$ cat src/rtl/mips_pkg.sv
// Shared MIPS decode constants, instruction classes and fetch-sequencer state type.
package mips_pkg;

  localparam logic [5:0] OP_SPECIAL = 6'b000000;
  localparam logic [5:0] OP_REGIMM  = 6'b000001;
  localparam logic [5:0] OP_J       = 6'b000010;
  localparam logic [5:0] OP_JAL     = 6'b000011;
  localparam logic [5:0] OP_BEQ     = 6'b000100;
  localparam logic [5:0] OP_BNE     = 6'b000101;
  localparam logic [5:0] OP_BLEZ    = 6'b000110;
  localparam logic [5:0] OP_BGTZ    = 6'b000111;

  localparam logic [5:0] FN_JR   = 6'b001000;
  localparam logic [5:0] FN_JALR = 6'b001001;

  localparam logic [4:0] LINK_REG = 5'd31;

  typedef enum logic [1:0] {RUN, WAIT_OPND, DSLOT} seq_state_t;

  typedef enum logic [1:0] {ClsSeq, ClsBr, ClsJmp, ClsJreg} instr_class_t;

  function automatic instr_class_t decode_class(input logic [5:0] opcode, input logic [5:0] funct);
    instr_class_t cls;
    cls = ClsSeq;
    case (opcode)
      OP_REGIMM, OP_BEQ, OP_BNE, OP_BLEZ, OP_BGTZ: cls = ClsBr;
      OP_J, OP_JAL:                                cls = ClsJmp;
      OP_SPECIAL: if (funct == FN_JR || funct == FN_JALR) cls = ClsJreg;
      default:                                     cls = ClsSeq;
    endcase
    return cls;
  endfunction

endpackage

$ cat src/rtl/pc_target_calc.sv
// Combinational instruction-class decode and control-flow target selection.
module pc_target_calc
  import mips_pkg::*;
(
  input  logic [31:0]  id_instr_i,
  input  logic [31:0]  id_pc_i,
  input  logic [31:0]  jr_target_i,
  output instr_class_t instr_class_o,
  output logic [31:0]  target_o
);

  logic [31:0] pc_plus4;
  logic [31:0] br_off;

  always_comb begin
    instr_class_o = decode_class(id_instr_i[31:26], id_instr_i[5:0]);
    pc_plus4      = id_pc_i + 32'd4;
    br_off        = {{14{id_instr_i[15]}}, id_instr_i[15:0], 2'b00};
    target_o      = pc_plus4;
    unique case (instr_class_o)
      ClsBr:   target_o = pc_plus4 + br_off;
      ClsJmp:  target_o = {pc_plus4[31:28], id_instr_i[25:0], 2'b00};
      ClsJreg: target_o = jr_target_i;
      ClsSeq:  target_o = pc_plus4;
    endcase
  end

endmodule

$ cat src/rtl/pc_sequencer.sv
// Fetch-PC sequencer: branch/jump redirect, delay-slot handling, operand wait and link write.
module pc_sequencer
  import mips_pkg::*;
#(
  parameter logic [31:0] RESET_PC   = 32'hBFC0_0000,
  parameter bit          DELAY_SLOT = 1'b1
) (
  input  logic        clk,
  input  logic        rst,
  input  logic        stall,
  input  logic        id_valid,
  input  logic [31:0] id_instr,
  input  logic [31:0] id_pc,
  input  logic        br_taken,
  input  logic        br_link,
  input  logic        operands_ready,
  input  logic [31:0] jr_target,
  output logic [31:0] pc,
  output logic        id_hold,
  output logic        if_flush,
  output logic        link_we,
  output logic [4:0]  link_addr,
  output logic [31:0] link_data
);

  seq_state_t   state_q, state_d;
  logic [31:0]  pc_q, pc_d;
  logic         link_we_q, link_we_d;
  logic [4:0]   link_addr_q, link_addr_d;
  logic [31:0]  link_data_q, link_data_d;

  instr_class_t cls;
  logic [31:0]  target;
  logic         is_ctrl, resolved, taken, is_jalr, does_link;

  pc_target_calc u_target (
    .id_instr_i    (id_instr),
    .id_pc_i       (id_pc),
    .jr_target_i   (jr_target),
    .instr_class_o (cls),
    .target_o      (target)
  );

  always_comb begin
    is_ctrl   = id_valid && (cls != ClsSeq);
    resolved  = (cls == ClsJmp) || operands_ready;
    taken     = (cls == ClsBr) ? br_taken : 1'b1;
    is_jalr   = (cls == ClsJreg) && (id_instr[5:0] == FN_JALR);
    does_link = ((cls == ClsJmp) && (id_instr[31:26] == OP_JAL)) || is_jalr ||
                ((cls == ClsBr) && br_link);
  end

  always_ff @(posedge clk) begin
    if (rst) begin
      state_q     <= RUN;
      pc_q        <= RESET_PC;
      link_we_q   <= 1'b0;
      link_addr_q <= 5'd0;
      link_data_q <= 32'd0;
    end else begin
      state_q     <= state_d;
      pc_q        <= pc_d;
      link_we_q   <= link_we_d;
      link_addr_q <= link_addr_d;
      link_data_q <= link_data_d;
    end
  end

  always_comb begin
    state_d     = state_q;
    pc_d        = pc_q;
    link_we_d   = 1'b0;
    link_addr_d = link_addr_q;
    link_data_d = link_data_q;
    if (!stall) begin
      case (state_q)
        // The slot instruction always falls through, whatever it decodes as.
        DSLOT: begin
          pc_d    = pc_q + 32'd4;
          state_d = RUN;
        end
        default: begin
          if (!is_ctrl) begin
            pc_d    = pc_q + 32'd4;
            state_d = RUN;
          end else if (!resolved) begin
            state_d = WAIT_OPND;
          end else begin
            pc_d    = taken ? target : pc_q + 32'd4;
            state_d = DELAY_SLOT ? DSLOT : RUN;
            if (does_link) begin
              link_we_d   = 1'b1;
              link_addr_d = is_jalr ? id_instr[15:11] : LINK_REG;
              link_data_d = id_pc + 32'd8;
            end
          end
        end
      endcase
    end
  end

  always_comb begin
    id_hold  = !stall && (state_q != DSLOT) && is_ctrl && !resolved;
    if_flush = !DELAY_SLOT && !stall && (state_q != DSLOT) && is_ctrl && resolved && taken;
  end

  assign pc        = pc_q;
  assign link_we   = link_we_q;
  assign link_addr = link_addr_q;
  assign link_data = link_data_q;

endmodule

$ cat config.mk
export PLATFORM = sky130hd
export DESIGN_NAME = pc_sequencer
export DESIGN_NICKNAME = d
export VERILOG_FILES = /design/src/rtl/mips_pkg.sv /design/src/rtl/pc_target_calc.sv /design/src/rtl/pc_sequencer.sv
export SDC_FILE = /design/constraint.sdc
export NUM_CORES = 1
export LEC_CHECK = 0
export CORE_AREA = 10 10 118 120
export CTS_CLUSTER_DIAMETER = 200
export DETAILED_ROUTE_END_ITERATION = 16
export DIE_AREA = 0 0 128 130
export DONT_BUFFER_PORTS = 1
export GPL_TIMING_DRIVEN = 0
export PLACE_DENSITY = 0.71
export SLEW_MARGIN = 20
export SYNTH_ARGS = -nofsm -noshare
export SYNTH_HDL_FRONTEND = slang
export SYNTH_SLANG_ARGS = --single-unit
$ cat constraint.sdc
create_clock -name clk -period 7.2 [get_ports clk]
set_input_delay 0.72 -clock clk [delete_from_list [all_inputs] [get_ports clk]]
set_output_delay 0.72 -clock clk [all_outputs]
set_load 0.05 [all_outputs]
==> impl_metrics.tcl, run 1 <==
set metrics [dict create \
    status "completed" \
    cp.required_ns 7.44 \
    post_cts_buffers 0 \
    grt_pass1_wl_um 38400 \
    p_seq_share_pct 34.0 \
    hpwl_um 19800 \
    maxSlewViolCount 0 \
    power_leakage_nw 2.46 \
    max_stage_delay_ns 0.67 \
    clock-sinks 72 \
    cpMaxStageDelayCell "nor4_1" \
    n_antenna_cell 0 \
    p_switching_mw 0.368 \
    n_fill_cell 1145 \
    synth_ff_type "dfxtp_1" \
    hp-class "input pin to flop" \
    ant_nets 0 \
    drt_pass1_iterations 6 \
    cts_buffer_depth 2 \
    cts_tree "built" \
    synth_nets 1009 \
    cap_violations 0 \
    syn_area_um2 6440 \
    final_layout_size_suffix_gt1_share_pct 4.07 \
    fp.dieW_um 128 \
    fp.coreArea_um2 11700 \
    numPortBuffers 0 \
    crit_type "input pin to flop" \
    worst_slew_pin_slew_ns 0.933 \
    cts-root-buf "clkbuf_16" \
    ios 175 \
    dieHeight_um 130 \
    fmax_mhz 224 \
    drt_wl_total_um 24900 \
    overflow 0 \
    cts_resized 0 \
    syn-instance-count 867 \
    clkTransAtPathRegs_ns 0.06 \
    final_util_pct 59.8 \
    syn_avg_cell_area_um2 7.43 \
    dieArea_um2 16600 \
    layout_worst_path_cycle_share_pct 62.0 \
    hold_depth 1 \
    ir_worst_vdd_uv 150 \
    antenna_found_initial 0 \
    path_cells "clkbuf_1, nand3_1, nor2_1, nand3_1, nor4_1, nand3_1, xnor2_1, ha_1, a21o_1, o21bai_1, a221oi_1, o21a_1, a21boi_1, xor2_1, o21ai_1, a221o_1" \
    nNetsFinal 1021 \
    clkPwrFrac_pct 45.3 \
    start_kind "input pin" \
    syn_to_final_growth_pct 8.69 \
    power_density_nw_per_um2 178 \
    r2r_cells 9 \
    yosysWarnings 0 \
    critPathMaxFanout 8 \
    ys_ff_latch 72 \
    avgRoutedWirePerCell_um 24.1 \
    crit_top_cell "nand3_1" \
    cts.htree.levels 3 \
    via_per_inst 6.82 \
    power_mw 1.24 \
    synth_edf_count 0 \
    clock_latency_ns 0.35 \
    rsz0062_at_grt "no" \
    tns_ns 0 \
    worstPathArrival_ns 4.70 \
    cp_num_buf_inv 1 \
    pwr-share-comb_pct 20.7 \
    globalplace.congestion 1.01 \
    p_int_mw 0.876 \
    multi_input_area_um2 4750 \
    sw_frac_of_total_pct 29.6 \
    setup_viol_count_final 0 \
    postCtsHoldBufs 0 \
    grt_max_degree 23 \
    async_reset_ff_share_pct 0 \
    slew_headroom_pct 37.2 \
    final_hold_viol_count 0 \
    groute.usage.overall_pct 29.1 \
    grt_pass1_vias 6751 \
    cp_top_family "compound AO/OA/AOI/OAI gates" \
    dp_slack_ns 2.54 \
    drt_iter0_drc 963 \
    synth_cell_types 70 \
    drcViolationCount 0 \
    finClkSkew_ns 0.00830 \
    start_util_pct 55.0 \
    period_needed_ns 4.46 \
    cp_num_cells 16 \
    vias 7033 \
    critPathCaptureType "flop" \
    num_rows 40 \
    layout.area.seq_um2 1440 \
    cts_buffers 9 \
    yosysSeqAreaShare_pct 22.4 \
    setup_ws_ns 2.74 \
]
-- cell usage in the layout (no fill, tap or decap), types with 4 or more instances in the layout --
cell type	n
a22oi_1	14
bufinv_16	4
nand3_1	37
o22ai_1	9
mux2i_1	5
o211ai_1	6
o31ai_1	5
o21bai_1	7
xor2_1	33
buf_2	7
nor4_1	4
and3_1	16
clkbuf_16	9
nand4_1	14
ha_1	38
a221o_1	10
inv_1	10
and2_1	9
a2111oi_0	4
clkbuf_1	45
nor2_1	102
a211o_1	5
nor2b_1	8
and4_1	8
a21o_1	13
or3_1	5
o21a_1	5
nor3_1	21
xnor2_1	43
a221oi_1	14
a31oi_1	10
o21ai_0	32
nand2_1	71
dfxtp_1	72
o21ai_1	10
a211oi_1	39
a21oi_1	82
-- worst reg2reg max path: stages, from the launching register on --
cell	delay, ns
dfxtp_1	0.76
ha_1	0.30
and3_1	0.20
and3_1	0.20
and2_1	0.13
clkbuf_1	0.36
nand3_1	0.34
nor2_1	0.23
a31oi_1	0.11
a221o_1	0.32
-- metrics by stage --
step                std cells  hold slack, ns  cell area [um^2]
detailed placement       1015           0.484              6640
CTS                      1031           0.460              7000
global placement         1014           0.464              6620
floorplan                 867           0.452              6440
finish                   1031           0.465              7000
global route             1031           0.461              7000
-- power groups by stage --
stage	Clock [mW]	Sequential, mW	Combinational, mW
CTS	0.562	0.424	0.251
finish	0.563	0.424	0.258
floorplan	0	0.430	0.191
detailed placement	0	0.432	0.249
global route	0.581	0.424	0.281
global placement	0	0.432	0.244
-- area by class of cell --
cell class / instances / area share [%]
sequential: 72 / 20.6
inverter: 10 / 0.536
buffer: 54 / 3.13
multi-input combinational: 731 / 67.8
clock inverter: 5 / 1.84
tap: 147 / 2.63
clock buffer: 11 / 3.33
timing repair buffer: 1 / 0.107
-- synth_stat cells, types with 13 or more instances --
cell type  count  area share [%]
a22oi_1       14             1.6
and3_1        16             1.6
ha_1          38             7.4
nor3_1        21             1.6
nor2_1       102             5.9
a21o_1        13             1.5
xnor2_1       43             5.8
clkbuf_1      43             2.5
o21ai_0       32             2.5
nand4_1       14             1.4
a21oi_1       82             6.4
dfxtp_1       72              22
a211oi_1      39             4.5
xor2_1        33             4.5
nand2_1       71             4.1
a221oi_1      14             1.9
nand3_1       37             2.9
-- registers in the layout, indices dropped and copies added, names as in the netlist --
signal	flops
link_addr	5
link_data	32
pc	32
state_q	2
link_we	1
-- worst paths after layout --
kind	slack (ns)	from	endpoint
max	2.74	id_pc[15]	pc[26]
min	0.46	id_pc[3]	link_data[3]
max reg2reg	4.14	pc[2]	pc[26]
min reg2reg	0.50	state_q[1]	state_q[1]
-- metal layers --
layer	global-route usage [%]	part of all wire, %
met5	0	0
met2	47.0	46
met3	9.49	11
met4	9.93	2.5
met1	35.7	41
-- kinds of logic (layout without fill, tap and decap cells) --
family | after synthesis | after routing | share of synthesized area (%)
AO/OA/AOI/OAI | 291 | 291 | 30.2
XOR/XNOR | 77 | 77 | 10.6
adder cells (fa/ha/maj) | 39 | 39 | 7.70
buffers and inverters | 64 | 81 | 3.98
flip-flops | 72 | 72 | 22.4
multiplexers | 6 | 6 | 0.952
other | 1 | 1 | 0.0582
AND/OR/NAND/NOR | 317 | 317 | 24.2
Note: power is estimated with default switching activity, not from simulation.
==> run 2, diff against run 1 <==
--- a/config.mk
+++ b/config.mk
@@ -11,7 +11,7 @@
 export DIE_AREA = 0 0 128 130
 export DONT_BUFFER_PORTS = 1
 export GPL_TIMING_DRIVEN = 0
-export PLACE_DENSITY = 0.71
+export PLACE_DENSITY = 0.74
 export SLEW_MARGIN = 20
 export SYNTH_ARGS = -nofsm -noshare
 export SYNTH_HDL_FRONTEND = slang
==> constraint.sdc (replaced) <==
create_clock -name clk -period 3.7 [get_ports clk]
set_input_delay 0.37 -clock clk [delete_from_list [all_inputs] [get_ports clk]]
set_output_delay 0.37 -clock clk [all_outputs]
set_load 0.05 [all_outputs]
==> impl_metrics.tcl, run 2 (synthesized netlist as in run 1, its figures left out) <==
set metrics [dict create \
    status "completed" \
    nNetsFinal 1023 \
    hold_end "link_data[3]" \
    r2r_setup_slack_ns 0.58 \
    power_density_nw_per_um2 334 \
    tns_ns 0 \
    clkTransAtPathRegs_ns 0.06 \
    period_needed_ns 3.54 \
    fp.coreArea_um2 11700 \
    dieHeight_um 130 \
    fp.dieW_um 128 \
    ir_worst_vdd_uv 291 \
    cts_buffers 9 \
    drt_iter0_drc 935 \
    avgRoutedWirePerCell_um 22.7 \
    cts.htree.levels 3 \
    hp-class "input pin to flop" \
    cts_tree "built" \
    power_leakage_nw 2.52 \
    grt_max_degree 23 \
    via_per_inst 6.63 \
    setup_viol_count_final 0 \
    start_util_pct 55.0 \
    overflow 0 \
    mostFrequentLayoutCells "99 x nor2_1, 82 x a21oi_1, 72 x dfxtp_1" \
    slew_headroom_pct 37.7 \
    clock-sinks 72 \
    dieArea_um2 16600 \
    hold_depth 1 \
    vias 6848 \
    dp_slack_ns -0.599 \
    syn_to_final_growth_pct 10.4 \
    groute.usage.overall_pct 26.7 \
    antenna_found_initial 0 \
    n_antenna_cell 0 \
    crit_type "input pin to flop" \
    cts-root-buf "clkbuf_16" \
    numPortBuffers 0 \
    r2r_cells 9 \
    grt_pass1_wl_um 35500 \
    critPathCaptureType "flop" \
    ios 175 \
    clock_latency_ns 0.35 \
    worst_slew_pin_slew_ns 0.926 \
    worstPathArrival_ns 3.81 \
    critPathMaxFanout 7 \
    ant_nets 0 \
    layout_worst_path_cycle_share_pct 95.5 \
    hpwl_um 18100 \
    globalplace.congestion 0.966 \
    drcViolationCount 0 \
    reg2reg_from "pc[2]" \
    finClkSkew_ns 0.00768 \
    cts_buffer_depth 2 \
    grt_pass1_vias 6477 \
    fmax_mhz 283 \
    cp.required_ns 3.98 \
    hp-start "id_pc[3]" \
    num_rows 40 \
    n_fill_cell 1095 \
    reg2reg_to "pc[26]" \
    final_hold_viol_count 0 \
    drt_pass1_iterations 6 \
    start_kind "input pin" \
    cap_violations 0 \
    maxSlewViolCount 0 \
    final_common_cell "nor2_1" \
    drt_wl_total_um 23400 \
    final_layout_size_suffix_gt1_share_pct 6.43 \
    setup_ws_ns 0.165 \
]
==> run 2: changes by cell type in the layout (fill, tap and decap cells not counted), sizes merged <==
cell	change
bufinv	-1
clkinvlp	+1
clkbuf	-1
buf	+3
==> run 2: layout make-up <==
class / count / area [um^2] / area share [%]
clock buffer: 11 / 253 / 3.56
inverter: 10 / 37.5 / 0.528
tap: 147 / 184 / 2.59
sequential: 72 / 1440 / 20.3
timing repair buffer: 3 / 22.5 / 0.317
clock inverter: 5 / 103 / 1.44
multi-input combinational: 731 / 4840 / 68.2
buffer: 54 / 223 / 3.13
==> run 2: critical path, cell delays in order <==
cell,delay (ns)
buf_1,0.22
nand4_1,0.21
or2_1,0.34
nor2_4,0.18
nand3_1,0.14
xnor2_1,0.16
ha_1,0.27
clkbuf_1,0.28
a21o_1,0.23
nand2_1,0.07
a31o_2,0.19
inv_1,0.08
or3_1,0.19
a31oi_4,0.14
or3b_1,0.41
a31o_1,0.22
a31oi_1,0.11
==> run 2: layer usage <==
metal	global-route usage, %	share of wire (%)	up-vias
li1	-	-	3263
met1	33.4	40	3114
met2	41.3	44	410
met3	9.37	13	61
met4	10.1	2.9	0
met5	0	0	-
==> run 2: through the flow <==
step | cells | hold slack [ns] | instance area (um^2) | utilization (%) | power (mW)
after floorplan | 867 | 0.452 | 6440 | - | 1.21
after global placement | 1014 | 0.470 | 6620 | 56.5 | 1.31
after detailed placement | 1015 | 0.470 | 6640 | 56.7 | 1.31
after CTS | 1031 | 0.105 | 7020 | 59.9 | 2.35
after global routing | 1033 | 0.114 | 7110 | 60.7 | 2.46
final | 1033 | 0.108 | 7110 | 60.7 | 2.37
==> run 2: worst max path at each step <==
stage                     startpoint      to  slack [ns]  cells after the start
final                       id_pc[9]  pc[29]        0.16                     17
after global placement     id_pc[15]  pc[26]       -0.62                     16
after floorplan             id_pc[8]  pc[29]        0.04                     16
after global routing        id_pc[9]  pc[21]       -0.05                     16
after detailed placement   id_pc[15]  pc[26]       -0.60                     16
after CTS                   id_pc[8]  pc[29]       0.003                     16
==> run 2: power breakdown <==
group | switching, mW | internal [mW]
sequential | 0.0408 | 0.784
clock | 0.358 | 0.694
combinational | 0.301 | 0.196
total | 0.699 | 1.67
==> run 2: timing repair <==
action | CTS | global route
setup endpoints to repair | 6 | 10
resized for setup | 4 | 22
setup buffers | 0 | 2
pin swaps | 0 | 2
hold buffers | 0 | 0
